$ cat src/rtl/alu_sequencer_if.sv
// Instruction handshake, ALU operand/result bus, retire status and debug
// read port of the ALU sequencer, bundled for connection to the sequencer.
interface alu_sequencer_if;
    logic        instr_valid;
    logic [15:0] instr;
    logic        instr_ready;
    logic [15:0] alu_a;
    logic [15:0] alu_b;
    logic [3:0]  alu_opc;
    logic [15:0] alu_res;
    logic        done;
    logic [15:0] done_data;
    logic [2:0]  done_rd;
    logic        illegal;
    logic [2:0]  dbg_addr;
    logic [15:0] dbg_data;

    // Environment side: issues instructions, closes the ALU loop, observes retires.
    modport master (
        output instr_valid, instr, alu_res, dbg_addr,
        input  instr_ready, alu_a, alu_b, alu_opc, done, done_data, done_rd,
               illegal, dbg_data
    );

    // Sequencer side.
    modport slave (
        input  instr_valid, instr, alu_res, dbg_addr,
        output instr_ready, alu_a, alu_b, alu_opc, done, done_data, done_rd,
               illegal, dbg_data
    );
endinterface

$ cat src/rtl/alu_sequencer.sv
// Four-state instruction sequencer (IDLE/DECODE/EXEC/WB) driving an external
// combinational 16-bit ALU, with an 8x16 register file (r0 hardwired to 0).
module alu_sequencer (
    input  logic           clk,
    input  logic           rst_n,
    alu_sequencer_if.slave bus
);
    typedef enum logic [1:0] {IDLE, DECODE, EXEC, WB} state_t;

    localparam logic [3:0] OP_LI = 4'b1111;

    state_t      state, state_nxt;
    logic [15:0] instr_q;
    logic [15:0] res_q;
    logic [15:0] opa_q;
    logic [15:0] opb_q;
    logic [3:0]  opc_q;
    logic [15:0] regs [8];

    logic [3:0]  op;
    logic [2:0]  rd;
    logic [2:0]  rs;
    logic [2:0]  rt;

    assign op = instr_q[15:12];
    assign rd = instr_q[11:9];
    assign rs = instr_q[8:6];
    assign rt = instr_q[5:3];

    function automatic logic is_legal(input logic [3:0] o);
        return (o <= 4'b0101) || (o == OP_LI);
    endfunction

    // r0 is never written, but the read is forced to zero so that holds regardless.
    function automatic logic [15:0] rd_reg(input logic [2:0] a, input logic [15:0] r [8]);
        return (a == 3'd0) ? 16'h0000 : r[a];
    endfunction

    // State register; reset drops any in-flight instruction.
    always_ff @(posedge clk or negedge rst_n) begin
        if (!rst_n) state <= IDLE;
        else        state <= state_nxt;
    end

    // Next-state: fixed walk through the four states, waiting only in IDLE.
    always_comb begin
        state_nxt = state;
        case (state)
            IDLE:    if (bus.instr_valid) state_nxt = DECODE;
            DECODE:  state_nxt = EXEC;
            EXEC:    state_nxt = WB;
            WB:      state_nxt = IDLE;
            default: state_nxt = IDLE;
        endcase
    end

    // Outputs decoded from the current state.
    always_comb begin
        bus.instr_ready = (state == IDLE);
        bus.done        = (state == WB);
        bus.illegal     = (state == WB) && !is_legal(op);
    end

    // Instruction latch, operand fetch and result capture.
    always_ff @(posedge clk or negedge rst_n) begin
        if (!rst_n) begin
            instr_q <= '0;
            opa_q   <= '0;
            opb_q   <= '0;
            opc_q   <= '0;
            res_q   <= '0;
        end else begin
            case (state)
                IDLE: if (bus.instr_valid) instr_q <= bus.instr;
                DECODE: begin
                    opa_q <= rd_reg(rs, regs);
                    opb_q <= rd_reg(rt, regs);
                    opc_q <= (op == OP_LI) ? 4'b0000 : op;
                end
                EXEC: res_q <= (op == OP_LI) ? {7'b0, instr_q[8:0]} : bus.alu_res;
                default: ;
            endcase
        end
    end

    // Register file write-back; illegal ops and r0 targets leave it untouched.
    always_ff @(posedge clk or negedge rst_n) begin
        if (!rst_n) begin
            for (int i = 0; i < 8; i++) regs[i] <= '0;
        end else if (state == WB && is_legal(op) && rd != 3'd0) begin
            regs[rd] <= res_q;
        end
    end

    assign bus.alu_a     = opa_q;
    assign bus.alu_b     = opb_q;
    assign bus.alu_opc   = opc_q;
    assign bus.done_data = res_q;
    assign bus.done_rd   = rd;
    assign bus.dbg_data  = rd_reg(bus.dbg_addr, regs);
endmodule

$ cat src/flat_wrapper.sv
// flat-port wrapper written by rule: the top's interface ports become plain ports
module alu_sequencer_flat 
  (clk, rst_n, bus_instr_valid, bus_instr, bus_alu_res, bus_dbg_addr, bus_instr_ready, bus_alu_a, bus_alu_b, bus_alu_opc, bus_done, bus_done_data, bus_done_rd, bus_illegal, bus_dbg_data);
  alu_sequencer_if bus_i ();
  input  logic clk;
  input  logic rst_n;
  input wire logic [$bits(bus_i.instr_valid)-1:0] bus_instr_valid;
  input wire logic [$bits(bus_i.instr)-1:0] bus_instr;
  input wire logic [$bits(bus_i.alu_res)-1:0] bus_alu_res;
  input wire logic [$bits(bus_i.dbg_addr)-1:0] bus_dbg_addr;
  output wire logic [$bits(bus_i.instr_ready)-1:0] bus_instr_ready;
  output wire logic [$bits(bus_i.alu_a)-1:0] bus_alu_a;
  output wire logic [$bits(bus_i.alu_b)-1:0] bus_alu_b;
  output wire logic [$bits(bus_i.alu_opc)-1:0] bus_alu_opc;
  output wire logic [$bits(bus_i.done)-1:0] bus_done;
  output wire logic [$bits(bus_i.done_data)-1:0] bus_done_data;
  output wire logic [$bits(bus_i.done_rd)-1:0] bus_done_rd;
  output wire logic [$bits(bus_i.illegal)-1:0] bus_illegal;
  output wire logic [$bits(bus_i.dbg_data)-1:0] bus_dbg_data;
  assign bus_i.instr_valid = bus_instr_valid;
  assign bus_i.instr = bus_instr;
  assign bus_i.alu_res = bus_alu_res;
  assign bus_i.dbg_addr = bus_dbg_addr;
  assign bus_instr_ready = bus_i.instr_ready;
  assign bus_alu_a = bus_i.alu_a;
  assign bus_alu_b = bus_i.alu_b;
  assign bus_alu_opc = bus_i.alu_opc;
  assign bus_done = bus_i.done;
  assign bus_done_data = bus_i.done_data;
  assign bus_done_rd = bus_i.done_rd;
  assign bus_illegal = bus_i.illegal;
  assign bus_dbg_data = bus_i.dbg_data;
  alu_sequencer u_core (.clk(clk), .rst_n(rst_n), .bus(bus_i));
endmodule
$ cat config.mk
export PLATFORM = sky130hd
export DESIGN_NAME = alu_sequencer_flat
export DESIGN_NICKNAME = d
export VERILOG_FILES = /design/src/rtl/alu_sequencer_if.sv /design/src/rtl/alu_sequencer.sv /design/src/flat_wrapper.sv
export SDC_FILE = /design/constraint.sdc
export NUM_CORES = 1
export LEC_CHECK = 0
export CORE_ASPECT_RATIO = 1.75
export CORE_MARGIN = 5
export CORE_UTILIZATION = 35
export DETAILED_ROUTE_END_ITERATION = 16
export PLACE_DENSITY_LB_ADDON = 0.08
export SYNTH_ARGS = -nofsm -noshare
export SYNTH_HDL_FRONTEND = slang
export SYNTH_SLANG_ARGS = --single-unit
$ cat constraint.sdc
create_clock -name clk -period 3 [get_ports clk]
set_clock_uncertainty 0.15 [all_clocks]
set_input_delay 0.75 -clock clk [delete_from_list [all_inputs] [get_ports clk]]
set_output_delay 0.75 -clock clk [all_outputs]
set_load 0.005 [all_outputs]
After elaboration in Yosys (flattened, before gate mapping)
Cells that the tools add are included.
Operators by class
  $lt $le $gt $ge: 6
  bitwise operators: 4
  multiplexer cells: 19
  equality and inequality tests: 5
  reductions and logical operators: 12
Operators by type and width (count)
  16-bit two-way mux: 11
  16-bit binary-select mux with 3-bit select: 3
  128-bit bitwise mux: 1
  16-bit demux with 3-bit select: 1
  4-bit greater-or-equal comparator, second input constant: 4
  3-bit inverter with 4-bit output: 4
  3-bit zero test: 3
  2-bit case mux with 4 select lines: 1
  2-bit == test, second input constant: 2
  4-bit == test, second input constant: 1
  4-bit by 3-bit <= comparator with 1-bit output, second input constant: 1
  1-bit logical AND: 4
  4-bit by 1-bit < comparator with 1-bit output, second input constant: 1
  4-bit two-way mux: 1
  3-bit nonzero test: 1
  2-bit by 1-bit == test with 1-bit output, second input constant: 1
  2-bit zero test: 1
  2-bit two-way mux: 1
  2-bit != test, second input constant: 1
  2-bit AND reduction: 1
  1-bit zero test: 1
  1-bit logical OR: 1
Storage, ports and cells
  word-level logic and storage cells: 60
  output and inout port bits: 74
  bits of input ports: 38
  register bits: 198

Depth between registers and ports, before layout
Gate-level depths: netlist of the first run.
  depth after elaboration: 6
  gate-level depth with buffers: 8
  depth with buffers taken out: 5

Worst setup path before layout of the first run
Ideal clock, no wire load.
  path type: input-to-output
  start point: input bus_dbg_addr[1]
  end point: output bus_dbg_data[12]
  cell stages on the path: 5
  path slack: 159 ps
  buffers on the path: 2
  data required time: 2100 ps
  data arrival time: 1941 ps
  cells stage by stage: clkbuf_1 -> clkbuf_1 -> mux2_2 -> a221oi_1 -> a21oi_1
On the way
  word-level cells in the longest chain between the ends: 5
  elaborated cells between the ends (all ways): 6
  classes of those cells: 4 x mux; 1 x bitwise; 1 x reduce/logical
RTL lines
  start: declaration: RTL line flat_wrapper.sv:10  | input wire logic [$bits(bus_i.dbg_addr)-1:0] bus_dbg_addr;
  3-bit inverter with 4-bit output (not written as such): RTL line alu_sequencer.sv:36  | return (a == 3'd0) ? 16'h0000 : r[a];
  16-bit binary-select mux with 3-bit select: RTL line alu_sequencer.sv:36
  16-bit two-way mux (not written as such) (2 in a row): RTL line alu_sequencer.sv:36
  16-bit two-way mux *: RTL line alu_sequencer.sv:36
  end: declaration: RTL line flat_wrapper.sv:19  | output wire logic [$bits(bus_i.dbg_data)-1:0] bus_dbg_data;
Mark *: on every way between the ends. The rest lies on a longest branch, timed or not. The select of a mux whose other input is x is not followed.

Final worst setup path of the first run
  start point: input bus_dbg_addr[0]
  end point: output bus_dbg_data[14]
Same word-level chain as after synthesis.

==> metrics.txt, run 1 <==
status finished, final reports clean; Post-Syn Area 0.00976 mm²; r2r endpoint u_core.bus.alu_b[12]; register share of total power a little over a third; Final period util between 90% and 100%; prevailing post-synth register cell dfrtp_1; peak supply drop around 0.49 mV; GPL Wtd Cong 0.791; endpoint kind of the worst setup timing path output port; Pins Over Slew Limit 0; Worst Path Arrival 2040 ps; Crit Path Max Fanout 8; count of input and output buffers 111; area delta synth->final 26.2%; CTS tree built; Post-Layout Inst Area 0.0123 mm²; Synth Area in XOR/XNOR 0%; detailed placement HPWL 21.1 mm; main combinational cell family by area after synthesis multiplexers; Async S/R FF share, synth 100%; area leader, netlist dfrtp_1; drt first pass iters 4; worst-margin pin slew 757 ps; number of flops mapped to enable cells by yosys 0; dominant cells by area after synthesis dfrtp_1, mux2_2, a221oi_1; worst hold slack 70.8 ps; number of global-route vias before repair 7757; Die H 231 µm; WP data required 2100 ps; complex-gate fraction of the synthesized area about 12%; die area 0.0315 mm²; TNS Setup 0 ps; CP endpoint bus_dbg_data[14]; Crit Path Class input port to output port; Clock Path Buffers 2; Hold Crit Class input port to async pin; final worst path period need slightly below 3000 ps; vias roughly 7400; Net count, final 967; Clk network pwr share between 10% and 20%; drc violations 0; first-pass GRT wire length 49.5 mm; mean number of vias per cell about 5.6; yosys warns 0; Die Span X roughly 140 µm; total CTS buffers 17; mux cell area share after synthesis 31.4%; CP startpoint kind input port; Post-DRT Antenna Nets 0; placed instance area 0.0115 mm²; sequential area share after synthesis 46.7%; register area 0.00456 mm²; ANT cells 0; Fillers between 2000 and 3000; Netlist cell types 38; CTS H-tree depth 4; share of the synthesized area in the top cell type 46.7%; Sw Pwr 5.08 mW; final WL between 30 and 40 mm; most frequent cells in the layout mux2_2, dfrtp_1, clkdlybuf4s50_1, buf_4, nor2_1; Clock Tree Root clkbuf_16; slew margin rel. 49.5%; ratio of cells with drive above 1 in the final layout 39.9%; GRT Total Usage a little over a fifth; clk slew on worst S/H paths 60 ps; clock latency on the worst-skew pair 450 ps; Pwr per Cell Area approximately 1100 mW/mm²; Combinational Power Share 46.3%; commonest non-fill, non-tap cell in the layout mux2_2; largest net degree at the start of global routing between 50 and 60; Finished Layout Cells between 1000 and 1500; leakage power 5.39 nW; max cap viols 0; area taken by multi-input logic gates 0.00478 mm²; Routed WL per cell about 25 µm; flops & latches, synth 182; Worst Reg-to-Reg Cells 6; RSZ-0062 raised after global routing false; Synth Area in Adders less than 1%; # clock sinks 182; Worst R2R Start u_core.state[1]; Net Sw Frac between 30% and 40%; R2R Setup Slk around 750 ps; Mapped Nets 838; FMAX around 340 MHz; Inst Count DP 1263; initial core utilization 35.1%; simple-gate share of the synthesized area 4.14%; Int Pwr 8.33 mW; DR iter-0 viols 409; # setup viols final 0; Syn Inst Count 796; # rows 81; Core Area 0.0278 mm²; final hold vios 0; Worst Setup SP bus_dbg_addr[0]; Mapped Avg Cell Area 12.3 µm²; total grt overflow 0; Ports ~110; antenna violations before repair 0
[cells in the mapped netlist, drive strengths merged, types with 3 or more instances]
cell type and number:
mux4 16, ha 4, o22ai 32, a21oi 17, nor2b 3, nand2b 4
a31oi 9, buf 27, o2111ai 3, clkbuf 45, inv 31, a221oi 47
nor2 43, a211oi 33, dfrtp 182, nand2 22, nand3 13, o21ai 15
mux2 240
[metrics by stage]
stage / total power [mW] / worst slack [ps] / utilization (%)
floorplan: 8.37 / 159 / -
global placement: 11.0 / -622 / 41.4
detailed placement: 11.1 / -652 / 41.4
CTS: 13.5 / -97.7 / 43.9
global route: 14.2 / 17.8 / 44.3
finish: 13.4 / 62.1 / 44.3
[repair_timing]
item	4_1_cts	5_1_grt
resized for setup	36	14
setup endpoints to repair	16	6
buffers inserted	5	9
hold buffers	0	0
cloned	2	0
pin swaps	0	0
[worst max-delay path, cell delays in order]
cell and delay (ps):
buf_8 130, buf_12 140, buf_4 110, mux4_2 500, inv_1 70, a21oi_1 60
dlygate4sd2_1 270
[how the worst min path moves through the flow]
stage	endpoint	slack, ps	depth (start not counted)
2_1_floorplan	u_core.bus.alu_a[0]	300	0
3_3_place_gp	u_core.instr_q[0]	340	1
3_5_place_dp	u_core.instr_q[1]	350	1
4_1_cts	u_core.bus.done_data[12]	60	1
5_1_grt	u_core.bus.done_data[12]	80	1
6_report	u_core.bus.done_data[12]	70	1
[power by group through the flow]
stage / clock, mW / sequential, mW / combinational (mW)
after CTS: 2.38 / 4.88 / 6.25
after global routing: 2.47 / 5.06 / 6.70
final: 2.31 / 4.90 / 6.21
after detailed placement: 0 / 4.91 / 6.23
after global placement: 0 / 4.84 / 6.16
after floorplan: 0 / 4.45 / 3.93
[layer usage]
metal	GRT usage, %	routed length, µm	vias to the layer above
li1	-	-	3253
met1	26.7	13500	3858
met2	35.6	16700	193
met3	4.10	1390	47
met4	8.86	1010	0
met5	0	0	-
[sequential cells by signal, indices dropped and copies added (netlist names)]
signal and count:
u_core.bus.alu_opc 4, u_core.instr_q 16, u_core.bus.alu_b 16, u_core.state 2, u_core.bus.done_data 16, u_core.regs 112
u_core.bus.alu_a 16
[final cells by class]
type	count	share of cell area, %
multi-input cells	511	38.8
flip-flops and latches	182	37.0
repair buffers	182	14.7
clock buffers	29	4.31
well taps	373	3.79
inverters	31	0.945
clock inverters	2	0.488
[logic make-up after synthesis]
family,Yosys count
flip-flops,182
multiplexers,256
adder cells (fa/ha/maj),4
AND/OR/NAND/NOR,91
buffers and inverters,103
AO/OA/AOI/OAI,160
Power figures use the tool's default switching activity.
==> run 2, diff against run 1 <==
--- a/config.mk
+++ b/config.mk
@@ -6,7 +6,6 @@
 export NUM_CORES = 1
 export LEC_CHECK = 0
 export CORE_ASPECT_RATIO = 1.75
-export CORE_MARGIN = 5
 export CORE_UTILIZATION = 35
 export DETAILED_ROUTE_END_ITERATION = 16
 export PLACE_DENSITY_LB_ADDON = 0.08
==> run 2 against run 1 <==
- clock power rose by 2%
- design area fell by 0.85%
- fmax rose by 2.0%
- routed wire length fell by 2.9%
- combinational power fell by 3.2%
- register-to-register slack barely moved
- via count fell by 0.64%
- critical endpoint is now bus_dbg_data[13]
- largest cell class unchanged
==> metrics.txt, run 2 (synthesis results as in run 1) <==
number of global-route vias before repair 8037 (was 7757); max cap viols 0 (unchanged); # clock sinks 182 (unchanged); GRT Total Usage 23.2% (was 21.3%); Routed WL per cell 24.4 µm (was 24.9 µm); fin util 44.7% (was 44.3%); final WL 31.7 mm (was 32.6 mm); CTS tree built (unchanged); die area 0.0286 mm² (was 0.0315 mm²); worst-margin pin slew 1070 ps (was 757 ps); mean number of vias per cell 5.63 (was 5.61); Int Pwr 8.29 mW (was 8.33 mW); # rows 80 (was 81); detailed placement HPWL 20.3 mm (was 21.1 mm); Hold Crit Class input port to async pin (unchanged); clk slew on worst S/H paths 70 ps (was 60 ps); area delta synth->final 25.1% (was 26.2%); Pins Over Slew Limit 0 (unchanged); commonest non-fill, non-tap cell in the layout mux2_2 (unchanged); Worst Path Arrival 1980 ps (was 2040 ps); antenna violations before repair 0 (unchanged); ratio of cells with drive above 1 in the final layout 39.2% (was 39.9%); CP startpoint kind input port (unchanged); clock latency on the worst-skew pair 450 ps (about the same); largest net degree at the start of global routing 64 (was 56); Final period util 96.0% (was 97.9%); Clk network pwr share 17.6% (was 17.2%); FMAX 347 MHz (was 340 MHz); total CTS buffers 17 (unchanged); DR iter-0 viols 487 (was 409); status finished, final reports clean (unchanged); initial core utilization 35.7% (was 35.1%); r2r endpoint u_core.bus.alu_a[5] (was u_core.bus.alu_b[12]); Worst R2R Start u_core.state[1] (unchanged); Crit Path Max Fanout 7 (was 8); first-pass GRT wire length 48.7 mm (was 49.5 mm); drc violations 0 (unchanged); register with the most flip-flops u_core.regs (unchanged); placed instance area 0.0114 mm² (was 0.0115 mm²); total power 13.4 mW (about the same); Core Area 0.0273 mm² (was 0.0278 mm²); # setup viols final 0 (unchanged); Hold-fix buffers, CTS 0 (unchanged); Pwr per Cell Area 1090 mW/mm² (about the same); register share of total power 37.5% (was 36.5%); Post-Layout Inst Area 0.0122 mm² (was 0.0123 mm²); Clock Tree Root clkbuf_16 (unchanged); final hold vios 0 (unchanged); total grt overflow 0 (unchanged); drt first pass iters 5 (was 4); Combinational Power Share 45.0% (was 46.3%); final worst path period need 2880 ps (was 2940 ps); CTS H-tree depth 4 (unchanged); R2R Setup Slk 750 ps (about the same); Die H 223 µm (was 231 µm); Sw Pwr 5.08 mW (about the same); WP data required 2100 ps (about the same); RSZ-0062 raised after global routing false (unchanged); GPL Wtd Cong 0.814 (was 0.791); Post-DRT Antenna Nets 0 (unchanged); slew margin rel. 28.8% (was 49.5%); worst hold slack 60.8 ps (was 70.8 ps); most frequent cells in the layout mux2_2, dfrtp_1, clkdlybuf4s50_1, buf_4 (was mux2_2, dfrtp_1, clkdlybuf4s50_1, buf_4, nor2_1); leakage power 5.31 nW (was 5.39 nW); Worst Reg-to-Reg Cells 5 (was 6); Crit Path Class input port to output port (unchanged); Largest register FFs 112 (unchanged); Clock Path Buffers 2 (unchanged); Net Sw Frac 38.0% (was 37.9%); vias 7304 (was 7351); Die Span X 128 µm (was 136 µm); peak supply drop 0.527 mV (was 0.487 mV); endpoint kind of the worst setup timing path output port (unchanged); Ports 112 (unchanged); Net count, final 957 (was 967); count of input and output buffers 111 (unchanged)
run 2: cell count changes in the layout (fill, tap and decap cells not counted), moves of 4 or more:
cell / previous run / this run
dlygate4sd2_1: 11 / 16
buf_4: 56 / 49
clkbuf_1: 6 / 2
dlymetal6s2s_1: 4 / 0
run 2: layout make-up:
class / count / area [µm²]
sequential: 182 / 4560
timing repair buffer: 172 / 1710
multi-input combinational: 511 / 4750
clock buffer: 25 / 515
fill: 2530 / 15100
antenna: 1 / 2.50
tap: 369 / 462
clock inverter: 7 / 91.3
inverter: 31 / 116
run 2: worst max-delay path, stage by stage:
cell	delay [ps]
buf_4	130
buf_6	150
mux2_2	340
a221oi_1	230
a21oi_1	100
dlygate4sd2_1	280
run 2: routing by layer:
| metal | track usage, % | vias up | share of wire (%) |
|---|---|---|---|
| li1 | - | 3240 | - |
| met1 | 28.4 | 3822 | 42 |
| met2 | 40.4 | 199 | 52 |
| met3 | 3.93 | 43 | 3.6 |
| met4 | 8.84 | 0 | 2.4 |
| met5 | 0 | - | 0 |
run 2: worst max path at each step:
stage                    start  slack, ps               end
2_1_floorplan  bus_dbg_addr[1]        160  bus_dbg_data[12]
3_3_place_gp   bus_dbg_addr[1]       -600   bus_dbg_data[1]
3_5_place_dp   bus_dbg_addr[1]       -640   bus_dbg_data[6]
4_1_cts        bus_dbg_addr[1]        110  bus_dbg_data[13]
5_1_grt        bus_dbg_addr[1]         30  bus_dbg_data[14]
6_report       bus_dbg_addr[1]        120  bus_dbg_data[13]
run 2: timing repair:
action	in CTS	in global routing
buffers inserted	6	0
setup endpoints to repair	16	0
resized for setup	46	0
run 2: power by group through the flow:
stage	clock network, mW	logic (mW)	registers, mW
floorplan	0	3.93	4.45
global placement	0	5.95	4.96
detailed placement	0	6.04	5.02
CTS	2.40	6.07	4.99
global route	2.49	6.51	5.18
finish	2.35	6.01	5.01
run 2: per-stage QoR:
step | setup WS [ps] | TNS (ps) | std cells
after floorplan | 159 | 0 | 796
after global placement | -602 | -8740 | 1257
after detailed placement | -642 | -9450 | 1257
after CTS | 109 | 0 | 1297
after global routing | 26.1 | 0 | 1297
final | 119 | 0 | 1298
